--- src/rtl/pipe_skid_stage.sv ---
// pipe_skid_stage
//   Generic pipeline stage register carrying a WIDTH-bit bundle across a
//   valid/ready handshake, with a two-entry skid (main + skid register) so
//   that in_ready is a flop and never depends combinationally on out_ready.
//   A synchronous flush squashes every held beat and any beat offered in the
//   same cycle. A saturating counter tracks stalled output cycles.
//
//   state     | meaning
//   ----------+----------------------------------------------
//   ST_EMPTY  | no beat held, out_valid=0
//   ST_ONE    | main register holds the head beat
//   ST_TWO    | main holds head, skid holds the next beat
//
// Ports
//   clk          rising-edge clock
//   reset        asynchronous active-low reset
//   in_valid     upstream beat present
//   in_ready     stage can accept a beat (registered)
//   in_bundle    upstream bundle
//   out_valid    beat present at output
//   out_ready    downstream accepts beat
//   out_bundle   head bundle (main register)
//   flush        synchronous squash of held beats and this cycle's input
//   occupancy    beats held (0..2)
//   stall_count  saturating count of cycles with out_valid & !out_ready
module pipe_skid_stage #(
  parameter int               WIDTH       = 71,
  parameter logic [WIDTH-1:0] RESET_VALUE = '0,
  parameter int               CNT_W       = 16
) (
  input  logic             clk,
  input  logic             reset,
  input  logic             in_valid,
  output logic             in_ready,
  input  logic [WIDTH-1:0] in_bundle,
  output logic             out_valid,
  input  logic             out_ready,
  output logic [WIDTH-1:0] out_bundle,
  input  logic             flush,
  output logic [1:0]       occupancy,
  output logic [CNT_W-1:0] stall_count
);

  typedef enum logic [1:0] {
    ST_EMPTY = 2'd0,
    ST_ONE   = 2'd1,
    ST_TWO   = 2'd2
  } state_t;

  state_t             r_state;
  state_t             w_state_nxt;
  logic [WIDTH-1:0]   r_main;
  logic [WIDTH-1:0]   r_skid;
  logic [WIDTH-1:0]   w_main_nxt;
  logic [WIDTH-1:0]   w_skid_nxt;
  logic               r_in_ready;
  logic [CNT_W-1:0]   r_stall_count;
  logic               w_accept;
  logic               w_send;
  logic               w_stall;

  assign out_valid   = (r_state != ST_EMPTY);
  assign out_bundle  = r_main;
  assign occupancy   = r_state;
  assign in_ready    = r_in_ready;
  assign stall_count = r_stall_count;

  assign w_accept = in_valid & r_in_ready;
  assign w_send   = out_valid & out_ready;
  assign w_stall  = out_valid & ~out_ready;

  always_comb begin
    w_state_nxt = r_state;
    w_main_nxt  = r_main;
    w_skid_nxt  = r_skid;
    if (flush) begin
      // A send this cycle has already been seen downstream; everything else
      // still held, plus any beat accepted now, is discarded.
      w_state_nxt = ST_EMPTY;
      w_main_nxt  = RESET_VALUE;
      w_skid_nxt  = RESET_VALUE;
    end else begin
      unique case (r_state)
        ST_EMPTY: begin
          if (w_accept) begin
            w_state_nxt = ST_ONE;
            w_main_nxt  = in_bundle;
          end
        end
        ST_ONE: begin
          if (w_accept && w_send) begin
            w_main_nxt = in_bundle;
          end else if (w_accept) begin
            w_state_nxt = ST_TWO;
            w_skid_nxt  = in_bundle;
          end else if (w_send) begin
            w_state_nxt = ST_EMPTY;
          end
        end
        ST_TWO: begin
          // in_ready is low here, so no accept can occur.
          if (w_send) begin
            w_state_nxt = ST_ONE;
            w_main_nxt  = r_skid;
          end
        end
        default: begin
          w_state_nxt = ST_EMPTY;
        end
      endcase
    end
  end

  always_ff @(posedge clk or negedge reset) begin
    if (!reset) begin
      r_state       <= ST_EMPTY;
      r_main        <= RESET_VALUE;
      r_skid        <= RESET_VALUE;
      r_in_ready    <= 1'b0;
      r_stall_count <= '0;
    end else begin
      r_state    <= w_state_nxt;
      r_main     <= w_main_nxt;
      r_skid     <= w_skid_nxt;
      // Registered ready looks at the next state only, so out_ready has no
      // combinational path to in_ready.
      r_in_ready <= (w_state_nxt != ST_TWO);
      if (w_stall && (r_stall_count != {CNT_W{1'b1}})) begin
        r_stall_count <= r_stall_count + 1'b1;
      end
    end
  end

endmodule

--- config.mk ---
export PLATFORM = sky130hd
export DESIGN_NAME = pipe_skid_stage
export DESIGN_NICKNAME = d
export VERILOG_FILES = /design/src/rtl/pipe_skid_stage.sv
export SDC_FILE = /design/constraint.sdc
export NUM_CORES = 1
export LEC_CHECK = 0
export ABC_AREA = 1
export CAP_MARGIN = 20
export CORE_MARGIN = 2
export CORE_UTILIZATION = 35
export CTS_BUF_LIST = sky130_fd_sc_hd__clkbuf_8
export CTS_CLUSTER_DIAMETER = 200
export DETAILED_ROUTE_END_ITERATION = 10
export SYNTH_ARGS = -nofsm -noshare
export SYNTH_HDL_FRONTEND = slang
export SYNTH_SLANG_ARGS = --single-unit
export TNS_END_PERCENT = 1
--- constraint.sdc ---
create_clock -name clk -period 2.71 [get_ports clk]
set_input_delay 0.542 -clock clk [delete_from_list [all_inputs] [get_ports clk]]
set_output_delay 0.542 -clock clk [all_outputs]
set_load 0.01 [all_outputs]
==> Word level (Yosys, flattened, before mapping) <==
Index checks and enable logic that the tools add are counted.
{ "totals": {"inputBits": 76, "ff_bits": 161, "out_inout_bits": 91} }
{ "classes": {"reduce_logical": 9, "add_sub_neg": 1, "muxes": 15, "eq_ne": 8, "bitwise": 4} }
{ "ops": {"columns": ["op", "count"], "rows": [
  ["$mux W71", 7],
  ["$pmux W71 S3", 1],
  ["$add A16 B1 Y16 const B", 1],
  ["$ne A16 B16 Y1 const B", 1],
  ["$mux W2", 6],
  ["$ne A3 B3 Y1 const B", 3],
  ["$pmux W2 S3", 1],
  ["$reduce_bool A2 Y1", 3],
  ["$ne A2 B2 Y1 const B", 2],
  ["$reduce_and A4 Y1", 1],
  ["$reduce_bool A4 Y1", 1],
  ["$and A1 B1 Y1", 3],
  ["$reduce_and A3 Y1", 1],
  ["$eq A2 B1 Y1 const B", 1],
  ["$eq A2 B2 Y1 const B", 1],
  ["$logic_and A1 B1 Y1", 2],
  ["$logic_not A2 Y1", 1],
  ["$not A1 Y1", 1]
]} }

==> Longest topological paths before layout <==
{ "depth": {"word_depth": 8, "depth_mapped": 9, "mapped_depth_nobuf": 9} }

==> Least setup slack after synthesis <==
Ideal clock, no wire load.
{ "synth_path": {"kind": "register to register", "startpoint": "register r_stall_count[0], in the netlist stall_count[0]", "endpoint": "register r_stall_count[9], in the netlist stall_count[9]", "period_less_slack_ps": 1560, "path_buffers": 1, "stages_incl_launch_ff": 10, "path_slack_ps": 1150, "arrival_time_ps": 1443, "required_time_ps": 2592, "cell_sequence": "dfrtp_1 -> ha_1 -> nand2_1 -> nor2_1 -> nand3_1 -> nand2_2 -> nand2_4 -> buf_6 -> nand2_1 -> o21ai_2"} }
{ "synth_via": {"elab_chain_cells": 2} }
{ "synth_rtl": {"columns": ["element", "line_no", "rtl"], "rows": [
  ["from (decl)", "57", "logic [CNT_W-1:0] r_stall_count;"],
  ["from (signal assigned)", "129", "r_stall_count <= r_stall_count + 1'b1;"],
  ["branches (longest 2 deep; another with $add A16 B1 Y16)", null, null]
]} }
Parallel ways; which one is timed is not known.
A chain may end at the register's enable or synchronous reset.

==> Worst setup path after layout <==
{ "layout_path": {"startpoint": "register r_state[1], in the netlist occupancy[1]", "endpoint": "output port out_valid"} }
{ "layout_via": {"elab_chain_cells": 1} }
{ "layout_rtl": {"columns": ["element", "line_no", "rtl"], "rows": [
  ["from (decl)", "50", "state_t r_state;"],
  ["from (signal assigned)", "122", "r_state <= w_state_nxt;"],
  ["$reduce_bool A2 Y1", "62", "assign out_valid = (r_state != ST_EMPTY);"],
  ["to (decl)", "36", "output logic out_valid,"]
]} }
No other way between the ends.

==> impl_metrics.ini <==
[min_path]
hp-class = in -> async

[global_route]
gr-usage-met2_pct = 30.3
antenna_found_initial = 1
globalRouteMet1Util_pct = 24.0
grtUsageTotal_pct = 18.2
grt_max_degree = 63
grt_busiest_layer = met2
grtUsageMet3_pct = 3.92
first_global_vias = 6481
grt_overflow = 0
grt_pass1_wl_um = 32900

[clock_tree]
cts_setup_buffers = 0
clk_pin_slew_ns = 0.09
cts_buffers = 17
tritoncts = built
holdBufCountCts = 0
worstSkewPairLatency_ns = 0.45
htree_levels = 4
cts_resized = 0
clock_sinks = 161
clock_path_buffers = 2
root_buffer = clkbuf_8

[synthesis]
synth_area_leaders = dfrtp_1, nor2_1, o21ai_0, nand3_1, nand2_1
synth_area_per_cell_um2 = 8.11
synth_top_area_share_pct = 52.9
synth_xor_xnor_area_share_pct = 0.919
muxShareOfSynthArea_pct = 0
synth.yosys.seq_area_share_pct = 52.9
netlist_area_mm2 = 0.00762
yosysTopAreaCell = dfrtp_1
syn-num-nets = 1017
synthAdderAreaFrac_pct = 0.164
synthDistinctLibCells = 25
ys_ff_latch = 161
synth-compound-area-share_pct = 13.5
synth_top_family_by_area = simple AND/OR/NAND/NOR gates
syn_inst = 940
yosysWarnings = 0
synth-simple-area-share_pct = 24.8

[timing]
slew-limit-headroom_pct = 59.9
fin_crit_sh_pct = 84.9
clock_skew_ns = 0.0132
whs_ns = 0.0362
drv_slew = 0
setup_viol = 0
max_freq_ghz = 0.434
tightest_slew_ns = 0.602
finalSetupTns_ns = 0
finalHoldViolCount = 0
layout_min_cycle_time_ns = 2.30
grt_setup_unrepaired = no

[drt]
first_pass_iters = 5
drc = 0
vias = 6574
routed_wl_um = 20300
via_per_inst = 4.78
drtIter0Drc = 284
wl_per_cell_um = 14.8
detail-route-antenna-nets = 0

[floorplanning]
initial_utilization_pct = 35.9
die_h_um = 152
core-area_mm2 = 0.0212
die_area_mm2 = 0.0230
die_w_um = 152
row_count = 53
io_pins = 167

[setup_path]
r2r_start = stall_count[0]
crit_path_start_kind = flip-flop
path_max_fanout = 5
critPathRequiredTime_ns = 2.17
crit_path_start = occupancy[1]
critPathCaptureType = primary output
worstPathArrival_ns = 1.76
path_class = reg -> out

[layout]
area_growth_pct = 30.3
layout-drive-gt1-share_pct = 7.74
final_area_mm2 = 0.00993
nNetsFinal = 1162

[placement]
hpwl_um = 13700
dpl_cell_area_mm2 = 0.00949
io_buffers = 166
finalWeightedCongestion = 0.774

[job]
max_cap_viol_count = 0

[outcome]
status = finished, final reports clean

[pwr]
leakagePower_uw = 0.00461
cellPowerDensity_mw_per_mm2 = 593
ir_drop_mv = 0.265
-- per-stage QoR --
stage | cells | power [µW] | setup slack (ns) | utilization (%)
3_5_place_dp | 1341 | 4020 | 0.461 | 44.7
6_report | 1374 | 5890 | 0.408 | 46.8
5_1_grt | 1373 | 6220 | 0.300 | 46.8
4_1_cts | 1373 | 5980 | 0.369 | 46.8
2_1_floorplan | 940 | 3370 | 1.15 | -
3_3_place_gp | 1341 | 4010 | 0.518 | 44.7
-- registers in the layout (all words and copies together), names as in the netlist --
name	cells
stall_count	16
out_bundle	71
in_ready	1
occupancy	2
r_skid	71
-- kinds of logic after synthesis --
logic type | count (synthesis)
simple gates | 446
compound gates | 197
flops | 161
buf+inv | 127
xor+xnor | 8
fa+ha+maj | 1
-- critical path, stage by stage, from the launching register on --
cell and delay [ns]:
dfrtp_1 0.54, inv_2 0.10, nand2_2 0.12, clkdlybuf4s50_1 0.55
-- cell usage after synthesis --
library cell and n:
nor2_2 1, buf_2 21, dfrtp_1 161, buf_6 10, o21ai_1 21, a21oi_1 43
inv_1 59, nor2_1 188, nand3_4 1, a21oi_2 8, inv_2 3, nand2_1 129
nand3_1 114, o21ai_2 3, nor3_4 1, ha_1 1, buf_4 4, o21ai_0 122
buf_1 3, clkbuf_1 27, nand4_1 4, xor2_1 8, nand2_2 4, nand2_4 3
nor3_1 1
-- layer usage --
layer  wire length, µm  vias up
met3              1180       16
met1              9370     3063
met4               233        0
met2              9520      158
li1                  -     3337
met5                 0        -
-- worst paths after layout --
path                                        to  cells past startpoint  slack [ns]
worst max register to register  stall_count[7]                      8        0.91
worst min-delay path             out_bundle[6]                      1        0.04
max in group asynchronous       stall_count[4]                      2        1.96
worst max-delay path                 out_valid                      3        0.41
worst min register to register      r_skid[23]                      2        0.50
min in group clk                    r_skid[23]                      2        0.50
-- area by class of cell --
class / instances / area (µm²)
diodes: 1 / 2.50
clock buffers: 21 / 289
clock inverters: 11 / 151
fillers: 2091 / 11300
inverters: 62 / 233
multi-input cells: 652 / 3010
flip-flops and latches: 161 / 4030
well taps: 275 / 344
repair buffers: 191 / 1870
-- layout by cell type (no fill, tap or decap) --
cell type	instances
clkinv_4	4
diode_2	1
nor3_1	1
nand3_4	1
bufinv_16	3
inv_2	4
o21ai_0	122
clkbuf_8	21
nand2_2	4
o21ai_2	3
ha_1	1
nand4_1	4
clkdlybuf4s50_1	164
buf_6	1
buf_12	2
nand2_1	128
nor2_4	1
nand2_4	4
nor2_1	188
clkinvlp_4	1
buf_2	1
a21oi_1	43
dfrtp_1	161
inv_1	58
buf_4	23
o21ai_1	21
xor2_1	8
inv_6	1
clkinv_2	2
nand3_1	114
nor3_4	1
a21oi_2	8
-- power by group --
part / internal, µW / switching, µW / leakage, µW
Sequential: 2590 / 154 / 0.00213
Combinational: 587 / 623 / 0.00226
Clock: 1020 / 916 / 0.000222
No activity file was read; power rests on OpenSTA's default activity.
